$ cat config.mk
export PLATFORM = sky130hd
export DESIGN_NAME = apb_slave_regfile
export DESIGN_NICKNAME = d
export VERILOG_FILES = /design/src/rtl/apb_slave_pkg.sv /design/src/rtl/apb_slave_regbank.sv /design/src/rtl/apb_slave_regfile.sv
export SDC_FILE = /design/constraint.sdc
export NUM_CORES = 1
export LEC_CHECK = 0
export ABC_AREA = 1
export BUFFER_PORTS_ARGS = -buffer_cell sky130_fd_sc_hd__buf_2
export CAP_MARGIN = 20
export CORE_MARGIN = 3
export CORE_UTILIZATION = 55
export DETAILED_ROUTE_END_ITERATION = 10
export PLACE_DENSITY = 0.82
export SLEW_MARGIN = 20
export SYNTH_ARGS = -nofsm -noshare
export SYNTH_HDL_FRONTEND = slang
export SYNTH_SLANG_ARGS = --single-unit
$ cat constraint.sdc
create_clock -name i_PCLK -period 2.85 [get_ports i_PCLK]
set_clock_uncertainty 0.05 [all_clocks]
set_input_delay 0.1425 -clock i_PCLK [delete_from_list [all_inputs] [get_ports i_PCLK]]
set_output_delay 0.1425 -clock i_PCLK [all_outputs]
set_load 0.02 [all_outputs]
$ cat src/rtl/apb_slave_pkg.sv
// Shared types and address-map helpers for the APB register file.
package apb_slave_pkg;

  // Transfer FSM states
  typedef enum logic [1:0] {
    ST_IDLE = 2'd0,
    ST_WAIT = 2'd1,
    ST_DONE = 2'd2
  } apb_state_e;

  // Wait-state counter width (WAIT_STATES is at most 15)
  localparam int CNT_W = 4;

  // Index of the read-only status register for a given register count
  function automatic int ro_index(input int num_regs);
    return num_regs - 1;
  endfunction

  // First byte address past the register window
  function automatic int addr_limit(input int num_regs);
    return num_regs * 4;
  endfunction

  localparam int DEF_NUM_REGS   = 8;
  localparam int DEF_RO_IDX     = ro_index(DEF_NUM_REGS);
  localparam int DEF_ADDR_LIMIT = addr_limit(DEF_NUM_REGS);

endpackage

$ cat src/rtl/apb_slave_regbank.sv
// Register bank: RW registers, write decode with per-register strobe,
// and the combinational read mux (top of the map returns i_status).
module apb_slave_regbank
  import apb_slave_pkg::*;
#(
  parameter int DATA_WIDTH = 32,
  parameter int NUM_REGS   = 8,
  parameter int IDX_W      = $clog2(NUM_REGS)
) (
  input  logic                             clk,
  input  logic                             rst_n,
  input  logic                             i_wr_en,
  input  logic [IDX_W-1:0]                 i_wr_idx,
  input  logic [DATA_WIDTH-1:0]            i_wr_data,
  input  logic [IDX_W-1:0]                 i_rd_idx,
  input  logic [DATA_WIDTH-1:0]            i_status,
  output logic [DATA_WIDTH-1:0]            o_rd_data,
  output logic [(NUM_REGS-1)*DATA_WIDTH-1:0] o_regs,
  output logic [NUM_REGS-2:0]              o_wr_pulse
);

  localparam int NUM_RW = NUM_REGS - 1;
  localparam int RO_IDX = ro_index(NUM_REGS);

  logic [DATA_WIDTH-1:0] regs_q [NUM_RW];
  logic [DATA_WIDTH-1:0] regs_d [NUM_RW];
  logic [NUM_RW-1:0]     wr_pulse_q;
  logic [NUM_RW-1:0]     wr_pulse_d;
  logic [DATA_WIDTH-1:0] rd_data;

  // Write decode: only the addressed RW register loads, and its strobe fires
  always_comb begin
    wr_pulse_d = '0;
    for (int k = 0; k < NUM_RW; k++) begin
      regs_d[k] = regs_q[k];
      if (i_wr_en && (i_wr_idx == IDX_W'(k))) begin
        regs_d[k]     = i_wr_data;
        wr_pulse_d[k] = 1'b1;
      end
    end
  end

  // Register storage and strobe flops, cleared by the async reset
  always_ff @(posedge clk or negedge rst_n) begin
    if (!rst_n) begin
      for (int k = 0; k < NUM_RW; k++) begin
        regs_q[k] <= '0;
      end
      wr_pulse_q <= '0;
    end else begin
      for (int k = 0; k < NUM_RW; k++) begin
        regs_q[k] <= regs_d[k];
      end
      wr_pulse_q <= wr_pulse_d;
    end
  end

  // Read mux: RW registers by index, status word at the top index
  always_comb begin
    rd_data = '0;
    if (i_rd_idx == IDX_W'(RO_IDX)) begin
      rd_data = i_status;
    end else begin
      for (int k = 0; k < NUM_RW; k++) begin
        if (i_rd_idx == IDX_W'(k)) begin
          rd_data = regs_q[k];
        end
      end
    end
  end

  assign o_rd_data  = rd_data;
  assign o_wr_pulse = wr_pulse_q;

  generate
    for (genvar gi = 0; gi < NUM_RW; gi++) begin : g_regs_out
      assign o_regs[gi*DATA_WIDTH +: DATA_WIDTH] = regs_q[gi];
    end
  endgenerate

endmodule

$ cat src/rtl/apb_slave_regfile.sv
// APB completer with a small register file: configurable wait states,
// error response on bad addresses and on writes to the status register.
module apb_slave_regfile
  import apb_slave_pkg::*;
#(
  parameter int ADDR_WIDTH  = 32,
  parameter int DATA_WIDTH  = 32,
  parameter int NUM_REGS    = 8,
  parameter int WAIT_STATES = 1
) (
  input  logic                               i_PCLK,
  input  logic                               i_PRESETn,
  input  logic [ADDR_WIDTH-1:0]              i_PADDR,
  input  logic                               i_PSEL,
  input  logic                               i_PENABLE,
  input  logic                               i_PWRITE,
  input  logic [DATA_WIDTH-1:0]              i_PWDATA,
  output logic                               o_PREADY,
  output logic [DATA_WIDTH-1:0]              o_PRDATA,
  output logic                               o_PSLVERR,
  input  logic [DATA_WIDTH-1:0]              i_status,
  output logic [(NUM_REGS-1)*DATA_WIDTH-1:0] o_regs,
  output logic [NUM_REGS-2:0]                o_wr_pulse
);

  localparam int IDX_W      = $clog2(NUM_REGS);
  localparam int RO_IDX     = ro_index(NUM_REGS);
  localparam int ADDR_LIMIT = addr_limit(NUM_REGS);
  localparam logic [CNT_W-1:0] WS_LOAD = CNT_W'(WAIT_STATES);

  apb_state_e            state_q, state_d;
  logic [CNT_W-1:0]      cnt_q, cnt_d;
  logic                  pready_q, pready_d;
  logic [DATA_WIDTH-1:0] prdata_q, prdata_d;
  logic                  pslverr_q, pslverr_d;

  logic                  enter_done;
  logic                  wr_en;
  logic                  addr_valid;
  logic                  is_ro;
  logic                  wr_ok;
  logic [IDX_W-1:0]      idx;
  logic [DATA_WIDTH-1:0] rd_data;

  assign idx        = i_PADDR[2 +: IDX_W];
  assign addr_valid = (i_PADDR < ADDR_WIDTH'(ADDR_LIMIT)) && (i_PADDR[1:0] == 2'b00);
  assign is_ro      = (idx == IDX_W'(RO_IDX));
  assign wr_ok      = i_PWRITE && addr_valid && !is_ro;

  apb_slave_regbank #(
    .DATA_WIDTH (DATA_WIDTH),
    .NUM_REGS   (NUM_REGS),
    .IDX_W      (IDX_W)
  ) u_regbank (
    .clk        (i_PCLK),
    .rst_n      (i_PRESETn),
    .i_wr_en    (wr_en),
    .i_wr_idx   (idx),
    .i_wr_data  (i_PWDATA),
    .i_rd_idx   (idx),
    .i_status   (i_status),
    .o_rd_data  (rd_data),
    .o_regs     (o_regs),
    .o_wr_pulse (o_wr_pulse)
  );

  // Next-state, wait counting and response generation; response fields are
  // only non-zero for the single cycle that PREADY is high
  always_comb begin
    state_d    = state_q;
    cnt_d      = cnt_q;
    pready_d   = 1'b0;
    prdata_d   = '0;
    pslverr_d  = 1'b0;
    wr_en      = 1'b0;
    enter_done = 1'b0;
    case (state_q)
      ST_IDLE: begin
        // Only a proper setup phase starts a transfer; a stray PENABLE is ignored
        if (i_PSEL && !i_PENABLE) begin
          cnt_d = WS_LOAD;
          if (WAIT_STATES == 0) begin
            enter_done = 1'b1;
          end else begin
            state_d = ST_WAIT;
          end
        end
      end
      ST_WAIT: begin
        if (!i_PSEL) begin
          state_d = ST_IDLE;
          cnt_d   = '0;
        end else if (i_PENABLE) begin
          if (cnt_q <= CNT_W'(1)) begin
            enter_done = 1'b1;
          end else begin
            cnt_d = cnt_q - CNT_W'(1);
          end
        end
      end
      ST_DONE: begin
        // Write lands at the edge closing the PREADY cycle, unless the
        // requester dropped PSEL during it
        state_d = ST_IDLE;
        cnt_d   = '0;
        wr_en   = i_PSEL && i_PENABLE && wr_ok;
      end
      default: begin
        state_d = ST_IDLE;
        cnt_d   = '0;
      end
    endcase
    if (enter_done) begin
      state_d   = ST_DONE;
      cnt_d     = '0;
      pready_d  = 1'b1;
      pslverr_d = !addr_valid || (i_PWRITE && is_ro);
      if (!i_PWRITE && addr_valid) begin
        prdata_d = rd_data;
      end
    end
  end

  // State, counter and registered APB response
  always_ff @(posedge i_PCLK or negedge i_PRESETn) begin
    if (!i_PRESETn) begin
      state_q   <= ST_IDLE;
      cnt_q     <= '0;
      pready_q  <= 1'b0;
      prdata_q  <= '0;
      pslverr_q <= 1'b0;
    end else begin
      state_q   <= state_d;
      cnt_q     <= cnt_d;
      pready_q  <= pready_d;
      prdata_q  <= prdata_d;
      pslverr_q <= pslverr_d;
    end
  end

  assign o_PREADY  = pready_q;
  assign o_PRDATA  = prdata_q;
  assign o_PSLVERR = pslverr_q;

endmodule

==> flow_metrics.tcl <==
set metrics [dict create \
    endpoint_kind "flip-flop" \
    p_leak_nw 9.64 \
    power_density_nw_per_um2 523 \
    synth_area_leaders "dfrtp_1 54%, nand2_1 27%, nand4_1 3.0%, or2_2 2.7%, nand3_1 2.6%" \
    wl_mm 46.4 \
    netlist-cell-type-count 23 \
    cts_buffer_depth 3 \
    status "finished clean" \
    io_pins 366 \
    yosys.area.top_type "dfrtp_1" \
    met1_length_mm 17.1 \
    worstSetupPathType "reg -> reg" \
    layoutNonFillerInstCount 2318 \
    crit_fanout 18 \
    dieArea_sq_um 24600 \
    grt_max_degree 78 \
    viasPerCell 5.71 \
    cts_sinks 271 \
    hold_viol_final 0 \
    fin_area_sq_um 16300 \
    worstMarginPinSlew_ns 1.07 \
    ys_warn_count 0 \
    drt_drc_violations_left 0 \
    portBuffers 365 \
    fin_setup_tns_ns 0 \
    die_h_microns 157 \
    drt_iter0_drc 1539 \
    nFillCells 1617 \
    placed_area_sq_um 14700 \
    overflow 0 \
    finalSetupViolCount 0 \
    syn2layout_area_growth_pct 30.6 \
    synth_fp_nets 1711 \
    slew_headroom_pct 28.7 \
    drv_cap 0 \
    cts_max_level 1 \
    post_cts_buffers 0 \
    wire_per_inst_microns 20.0 \
    worst_hold_slack_ns 0.0680 \
    fin_crit_ns 2.21 \
    place_ws_ns 0.502 \
    cp_slowest_stage_delay_ns 0.53 \
    dp_hpwl_mm 30.0 \
    fin_nets 2116 \
    top_layer_used "met4" \
    dp_cells 2195 \
    synthCells 1608 \
    crit_buf_inv 2 \
    start_util_pct 56.6 \
    dieWidth_microns 157 \
    cp_cell_sequence "inv_1 > ha_1 > or2_2 > nand3_1 > nor2_4 > buf_12 > o211ai_1 > a21oi_1" \
    drive_gt1_share_pct 25.9 \
    wl_met2_mm 21.2 \
    core_sq_um 22100 \
    track_usage_pct 36.7 \
    cts_root_buf "clkbuf_16" \
    final.period_utilization_pct 77.4 \
    fmax_mhz 453 \
    cts_tree "done" \
    synth_seq_cells 271 \
    dr.pass1.iters 5 \
    grt_pass1_vias 12800 \
    clkTransAtPathRegs_ns 0.06 \
    place.gp.congestion 0.896 \
    required_ns 3.26 \
    postRouteAntennaNets 0 \
    synth.avg_cell_area_sq_um 7.78 \
    routed-via-count 13200 \
    synth.top_cell.area_share_pct 54.2 \
    worst_slack_ns 0.644 \
    cts_made_buffers 29 \
    grt_pass1_wl_mm 70.8 \
    start_kind "flip-flop" \
    rows 54 \
    syn_area_sq_um 12500 \
    critPathTopFamily "simple AND/OR/NAND/NOR gates" \
    ir_drop_uv 407 \
    seq_area_frac_synth_pct 54.2 \
    clk_latency_ns 0.55 \
    antenna_found_initial 2 \
    slew_violations 0 \
    slowest_stage "nor2_4" \
    hold_class "in -> reg" \
    wl_met3_mm 5.64 \
    crit_arrival_ns 2.62 \
    grt_setup_unrepaired "no" \
]
==> logic make-up after synthesis <==
group | count (synthesis) | share of synthesized area (%)
buffers and inverters | 142 | 4.74
and+or+nand+nor | 1124 | 37.4
AOI/OAI and AO/OA | 69 | 3.40
adders and majority gates | 2 | 0.200
DFF | 271 | 54.2
==> path summary, 6_finish.rpt <==
| path | start | slack [ns] | end | cells past startpoint |
|---|---|---|---|---|
| min in group asynchronous | i_PRESETn | 0.10 | u_regbank.o_regs[120] | 2 |
| min reg2reg | u_regbank.o_regs[72] | 0.45 | u_regbank.o_regs[72] | 2 |
| max | cnt_q[0] | 0.64 | o_PRDATA[13] | 8 |
| min | i_PADDR[26] | 0.07 | o_PRDATA[23] | 6 |
| max in group asynchronous | i_PRESETn | 1.67 | u_regbank.o_regs[76] | 3 |
| max reg2reg | cnt_q[0] | 0.64 | o_PRDATA[13] | 8 |
==> timing repair <==
action                                 CTS  global route
resized for setup                        0             0
hold buffers                            67             0
endpoints found under the hold margin  332             0
==> state kept, by name, indices dropped and copies added, names as in the netlist <==
register	count
u_regbank.o_regs	224
u_regbank.o_wr_pulse	7
cnt_q	4
o_PSLVERR	1
state_q	2
o_PREADY	1
o_PRDATA	32
==> routing by layer <==
layer	track usage, %	up-vias
met2	57.3	1031
met1	48.7	6140
met4	18.2	0
met3	8.24	183
li1	-	5871
met5	0	-
==> worst register-to-register path: cells and delay by family, from the launching register on <==
family / cells / cell delay [ns]
buffers and inverters: 2 / 0.33
AO/OA/AOI/OAI: 2 / 0.30
flip-flops: 1 / 0.42
AND/OR/NAND/NOR: 3 / 0.87
adder cells (fa/ha/maj): 1 / 0.16
==> cells in the final DEF, fill, tap and decap left out <==
master           n
buf_8            1
nand3_1         63
ha_1             2
nor2b_1          1
diode_2          2
clkbuf_8        11
dfrtp_1        271
clkinvlp_4       1
inv_6            1
buf_4           26
bufinv_16        2
nand4_1         60
nor2_1          28
clkbuf_1         5
dlygate4sd3_1   67
inv_1           41
clkbuf_16       29
clkinv_2         5
a21oi_1         30
nor2_2           1
nor2_4           2
buf_2          364
nand2_1        890
nand2_2          2
nor3_2           2
o21ai_0          7
or2_2           53
inv_2           11
nand3_2          7
nor3_1           4
buf_12           6
or2_0            8
nor3_4           3
o211ai_1        32
==> through the flow <==
| step | utilization [%] | power (W) |
|---|---|---|
| 2_1_floorplan | - | 0.00429 |
| 3_3_place_gp | 66.3 | 0.00460 |
| 3_5_place_dp | 66.3 | 0.00462 |
| 4_1_cts | 73.9 | 0.00854 |
| 5_1_grt | 73.9 | 0.00879 |
| 6_report | 73.9 | 0.00855 |
==> area by class of cell <==
class,count,area [sq um],share of cell area (%)
antenna,2,5.00,0.0307
clock buffer,45,896,5.49
clock inverter,9,101,0.621
inverter,52,195,1.20
multi-input combinational,1195,5170,31.7
sequential,271,6780,41.5
tap,280,350,2.15
timing repair buffer,464,2820,17.3
==> synth_stat cells, drive strengths merged <==
master	instances
clkbuf	39
nand3	70
nor2	31
nor3	9
or2	61
inv	52
nor2b	1
buf	51
a21oi	30
o211ai	32
nand4	60
nand2	892
dfrtp	271
ha	2
o21ai	7
==> power by group <==
part | switching [W] | total, W | internal, W
sequential | 0.0000299 | 0.00392 | 0.00389
clock | 0.00157 | 0.00390 | 0.00233
combinational | 0.000462 | 0.000727 | 0.000265
total | 0.00206 | 0.00855 | 0.00648
Note: power is estimated with default switching activity, not from simulation.
